[config.mk]
export PLATFORM = sky130hd
export DESIGN_NAME = rom_loader
export DESIGN_NICKNAME = d
export VERILOG_FILES = /design/src/rtl/rom_loader.sv
export SDC_FILE = /design/constraint.sdc
export NUM_CORES = 1
export LEC_CHECK = 0
export BUFFER_PORTS_ARGS = -buffer_cell sky130_fd_sc_hd__buf_4
export CAP_MARGIN = 40
export CORE_ASPECT_RATIO = 1.1
export CORE_MARGIN = 5
export CORE_UTILIZATION = 47
export DETAILED_ROUTE_END_ITERATION = 10
export GPL_TIMING_DRIVEN = 0
export HOLD_SLACK_MARGIN = 0.15
export PLACE_DENSITY = 0.66
export SYNTH_ARGS = -nofsm -noshare
export SYNTH_HDL_FRONTEND = slang
export SYNTH_SLANG_ARGS = --single-unit
[constraint.sdc]
create_clock -name clk -period 4.85 [get_ports clk]
set_clock_uncertainty 0.05 [all_clocks]
set_input_delay 1.2125 -clock clk [delete_from_list [all_inputs] [get_ports clk]]
set_output_delay 1.2125 -clock clk [all_outputs]
set_load 0.01 [all_outputs]
[src/rtl/rom_loader.sv]
// Byte-stream ROM loader: takes a little-endian 32-bit word count followed by
// that many little-endian words and writes them to consecutive ROM words.
module rom_loader #(
    parameter int MAX_WORDS = 4096
) (
    input  logic        clk,
    input  logic        rst_n,
    input  logic        start_i,
    input  logic        byte_valid_i,
    input  logic [7:0]  byte_i,
    output logic        byte_ready_o,
    output logic        we_o,
    output logic [31:0] addr_o,
    output logic [31:0] data_o,
    output logic        busy_o,
    output logic        done_o,
    output logic        err_o
);

    localparam logic [31:0] MAX_N = 32'(MAX_WORDS);

    typedef enum logic [2:0] {
        S_IDLE,
        S_LEN,
        S_DATA,
        S_WRITE,
        S_DONE
    } state_t;

    state_t      state_q, state_d;
    logic [1:0]  cnt_q, cnt_d;
    logic [23:0] asm_q, asm_d;
    logic [31:0] len_q, len_d;
    logic [31:0] idx_q, idx_d;
    logic [31:0] addr_q, addr_d;
    logic [31:0] data_q, data_d;
    logic        err_q, err_d;

    logic        accept;
    logic [31:0] word_full;

    assign byte_ready_o = (state_q == S_LEN) || (state_q == S_DATA);
    assign we_o         = (state_q == S_WRITE);
    assign busy_o       = (state_q != S_IDLE);
    assign done_o       = (state_q == S_DONE);
    assign err_o        = err_q;
    assign addr_o       = addr_q;
    assign data_o       = data_q;

    assign accept    = byte_valid_i && byte_ready_o;
    // The 4th byte completes the word in the same cycle it is accepted.
    assign word_full = {byte_i, asm_q};

    always_comb begin
        state_d = state_q;
        cnt_d   = cnt_q;
        asm_d   = asm_q;
        len_d   = len_q;
        idx_d   = idx_q;
        addr_d  = addr_q;
        data_d  = data_q;
        err_d   = err_q;

        if (accept) begin
            cnt_d = cnt_q + 2'd1;
            case (cnt_q)
                2'd0:    asm_d[7:0]   = byte_i;
                2'd1:    asm_d[15:8]  = byte_i;
                2'd2:    asm_d[23:16] = byte_i;
                default: ;
            endcase
        end

        case (state_q)
            S_IDLE: begin
                if (start_i) begin
                    state_d = S_LEN;
                    err_d   = 1'b0;
                    cnt_d   = 2'd0;
                    idx_d   = 32'd0;
                end
            end
            S_LEN: begin
                if (accept && cnt_q == 2'd3) begin
                    if (word_full == 32'd0 || word_full > MAX_N) begin
                        err_d   = 1'b1;
                        state_d = S_IDLE;
                    end else begin
                        len_d   = word_full;
                        state_d = S_DATA;
                    end
                end
            end
            S_DATA: begin
                // Address/data registers only change on a real write, so they
                // hold the last written values while we_o is low.
                if (accept && cnt_q == 2'd3) begin
                    addr_d  = {idx_q[29:0], 2'b00};
                    data_d  = word_full;
                    state_d = S_WRITE;
                end
            end
            S_WRITE: begin
                idx_d   = idx_q + 32'd1;
                state_d = (idx_q + 32'd1 == len_q) ? S_DONE : S_DATA;
            end
            S_DONE: begin
                state_d = S_IDLE;
            end
            default: begin
                state_d = S_IDLE;
            end
        endcase
    end

    always_ff @(posedge clk or negedge rst_n) begin
        if (!rst_n) begin
            state_q <= S_IDLE;
            cnt_q   <= 2'd0;
            asm_q   <= 24'd0;
            len_q   <= 32'd0;
            idx_q   <= 32'd0;
            addr_q  <= 32'd0;
            data_q  <= 32'd0;
            err_q   <= 1'b0;
        end else begin
            state_q <= state_d;
            cnt_q   <= cnt_d;
            asm_q   <= asm_d;
            len_q   <= len_d;
            idx_q   <= idx_d;
            addr_q  <= addr_d;
            data_q  <= data_d;
            err_q   <= err_d;
        end
    end

endmodule

==> metrics <==
later-pin clock latency in the skew report 0.43 ns; CTS Buf Count 17; RSZ-0062 raised after global routing false; DR vias 5,635; Post-synth EDFFs 0; die area 18,700 µm²; initial antenna violation count 0; per-cell routed wire length 19.6 µm; Seq/Total Area, Yosys 0.516; ANT nets after route 0; GPL Wtd Cong 0.855; CP required 3.59 ns; asr flop ratio synth 1.00; worst-path fanout max 10; Top Ports 81; fin crit period 4.17 ns; drt via density 5.77; Slew Viols, Final 0; floorplan core area 15,700 µm²; CP Launch Type flip-flop; port bufs 78; vias in the first global route 5,880; hold_ws 0.452 ns; Tot GR Track Use 0.214; clock slew seen by the registers of the worst setup and hold paths 0.07 ns; DRT Pass-1 Iters 5; footprint of the multi-input gates 3400 µm²; Final setup viols 0; Setup Fix Bufs, Post-CTS 0; max frequency 0.240 GHz; num rows 48; hold crit path type reg -> reg; Power Dens Cells 411 nW/µm²; Synth-to-Final Area Change 19.9%; Root Buffer clkbuf_16; hpwl dp 13.7 mm; share of layout cells above drive strength 1 0.328; die height 143 µm; register area 3900 µm²; first-pass GRT wire length 31.1 mm; Main synth FF type dfrtp_1; wirelength, routed 19.1 mm; Ys Warns 0; Netlist cell types 59; H-Tree Level Count 4; register bit total from synthesis 156; mapped cell area 7570 µm²; CP Capture Type primary output; measured slew at the worst slew-check pin 0.743 ns; setup TNS 0 ns; run status finished, final reports clean; nets@finish 781; initial core utilization 0.481; CTS tree yes; cells after synthesis 664; number of max-cap violations 0; chip width 131 µm; Peak VDD IR 264 µV; syn avg cell area 11.4 µm²; dpl cell area 8450 µm²; Final Util 0.577; post-CTS sizing 0; Filler cells 1,307; Final Cycle Share 0.860; Pleak 4.35 nW; Max-slew headroom 0.501; Final Hold Viols 0; largest net degree at the start of global routing 95; WP data arrival 2.91 ns; Longest Clk Path Bufs 2; cell area after layout 9080 µm²; Worst Path Class, Setup reg -> out; number of antenna cells inserted 0; Residual DRC 0; Post-CTS Hold Buffers 0; CTS sink cnt 156; 1st-iter DRT viols 373; total congestion overflow 0
-- state kept, by name (all words and copies together), names as in the netlist --
signal / cells
asm_q: 24
len_q: 32
data_o: 32
addr_o: 30
idx_q: 32
state_q: 3
err_o: 1
cnt_q: 2
-- layout by cell type (no fill, tap or decap), drive strengths merged, types with 5 or more instances in the layout --
cell type    n
dfrtp      156
buf        108
mux2       100
o21ai       43
nor2        42
nand2       36
clkbuf      35
and2        24
xnor2       24
nor4        17
nor3        16
xor2        16
a21oi       16
nand4       15
inv         15
o31ai       12
nand3       10
and3         9
o41ai        8
a31oi        6
or3          5
ha           5
and4         5
or4          5
-- power by group --
| part | internal (mW) | switching [mW] |
|---|---|---|
| combinational | 0.314 | 0.365 |
| sequential | 1.47 | 0.162 |
| clock | 0.830 | 0.595 |
-- path summary, 6_finish.rpt --
kind                                              from                      to  slack, ns  cells after the start
max in group asynchronous                        rst_n    idx_q[9]$_DFFE_PN0P_       3.17                      2
worst max-delay path            state_q[1]$_DFFE_PN0P_                    we_o       0.68                      7
worst min register to register       err_o$_DFFE_PN0P_       err_o$_DFFE_PN0P_       0.45                      2
worst max register to register    idx_q[0]$_DFFE_PN0P_  state_q[1]$_DFFE_PN0P_       1.43                      9
min in group asynchronous                        rst_n   idx_q[29]$_DFFE_PN0P_       0.71                      1
worst min-delay path                 err_o$_DFFE_PN0P_       err_o$_DFFE_PN0P_       0.45                      2
-- critical path, stage by stage (launching register included) --
cell	delay, ns
dfrtp_1	0.33
clkbuf_1	0.32
inv_1	0.13
or2_2	0.31
clkbuf_1	0.29
clkinv_1	0.29
buf_1	0.56
buf_4	0.24
-- area by class of cell --
cell class                 count  share of cell area
tap                          200              0.0276
sequential                   156               0.430
timing repair buffer          80              0.0688
buffer                        46              0.0270
multi-input combinational    456               0.375
clock inverter                15              0.0218
clock buffer                  17              0.0469
inverter                       7             0.00289
-- per-stage QoR --
step / power [mW] / std cells / setup WS, ns
finish: 3.73 / 977 / 0.677
global route: 3.90 / 977 / 0.474
CTS: 3.75 / 977 / 0.641
detailed placement: 2.33 / 945 / 1.11
global placement: 2.30 / 943 / 0.852
floorplan: 2.08 / 665 / 1.91
-- synthesized netlist by cell type (3+ instances only) --
cell	number	area [µm²]
a21oi_1	16	80.1
a31oi_1	6	37.5
and2_1	24	150
and3_1	9	56.3
and4_1	4	35.0
buf_2	14	70.1
buf_4	10	75.1
clkbuf_1	16	60.1
dfrtp_1	156	3900
ha_1	5	62.6
inv_1	6	22.5
mux2_2	100	1130
mux2i_1	4	40.0
nand2_1	36	135
nand2b_1	3	18.8
nand3_1	9	45.0
nand4_1	12	75.1
nand4_2	3	37.5
nor2_1	42	158
nor3_1	16	80.1
nor4_1	14	87.6
o21a_1	4	30.0
o21ai_0	43	215
o22ai_1	4	25.0
o31ai_1	12	90.1
o41ai_1	8	70.1
or3_1	5	31.3
or4_1	3	22.5
xnor2_1	24	210
xor2_1	16	140
-- logic make-up (layout without fill, tap and decap cells) --
family	count (synthesis)	after routing	share of synthesized area
flip-flops	156	156	0.516
XOR/XNOR	40	40	0.0463
other	1	2	0.000495
AO/OA/AOI/OAI	106	106	0.0906
multiplexers	104	104	0.154
adder cells (fa/ha/maj)	5	5	0.00826
buffers and inverters	53	165	0.0359
AND/OR/NAND/NOR	199	199	0.149
-- metal layers --
layer | GRT usage | vias to the layer above | routed length (µm)
li1 | - | 2591 | -
met1 | 0.277 | 2813 | 8030
met2 | 0.352 | 188 | 9440
met3 | 0.0419 | 43 | 1120
met4 | 0.0899 | 0 | 555
met5 | 0 | - | 0
Power figures use the tool's default switching activity.
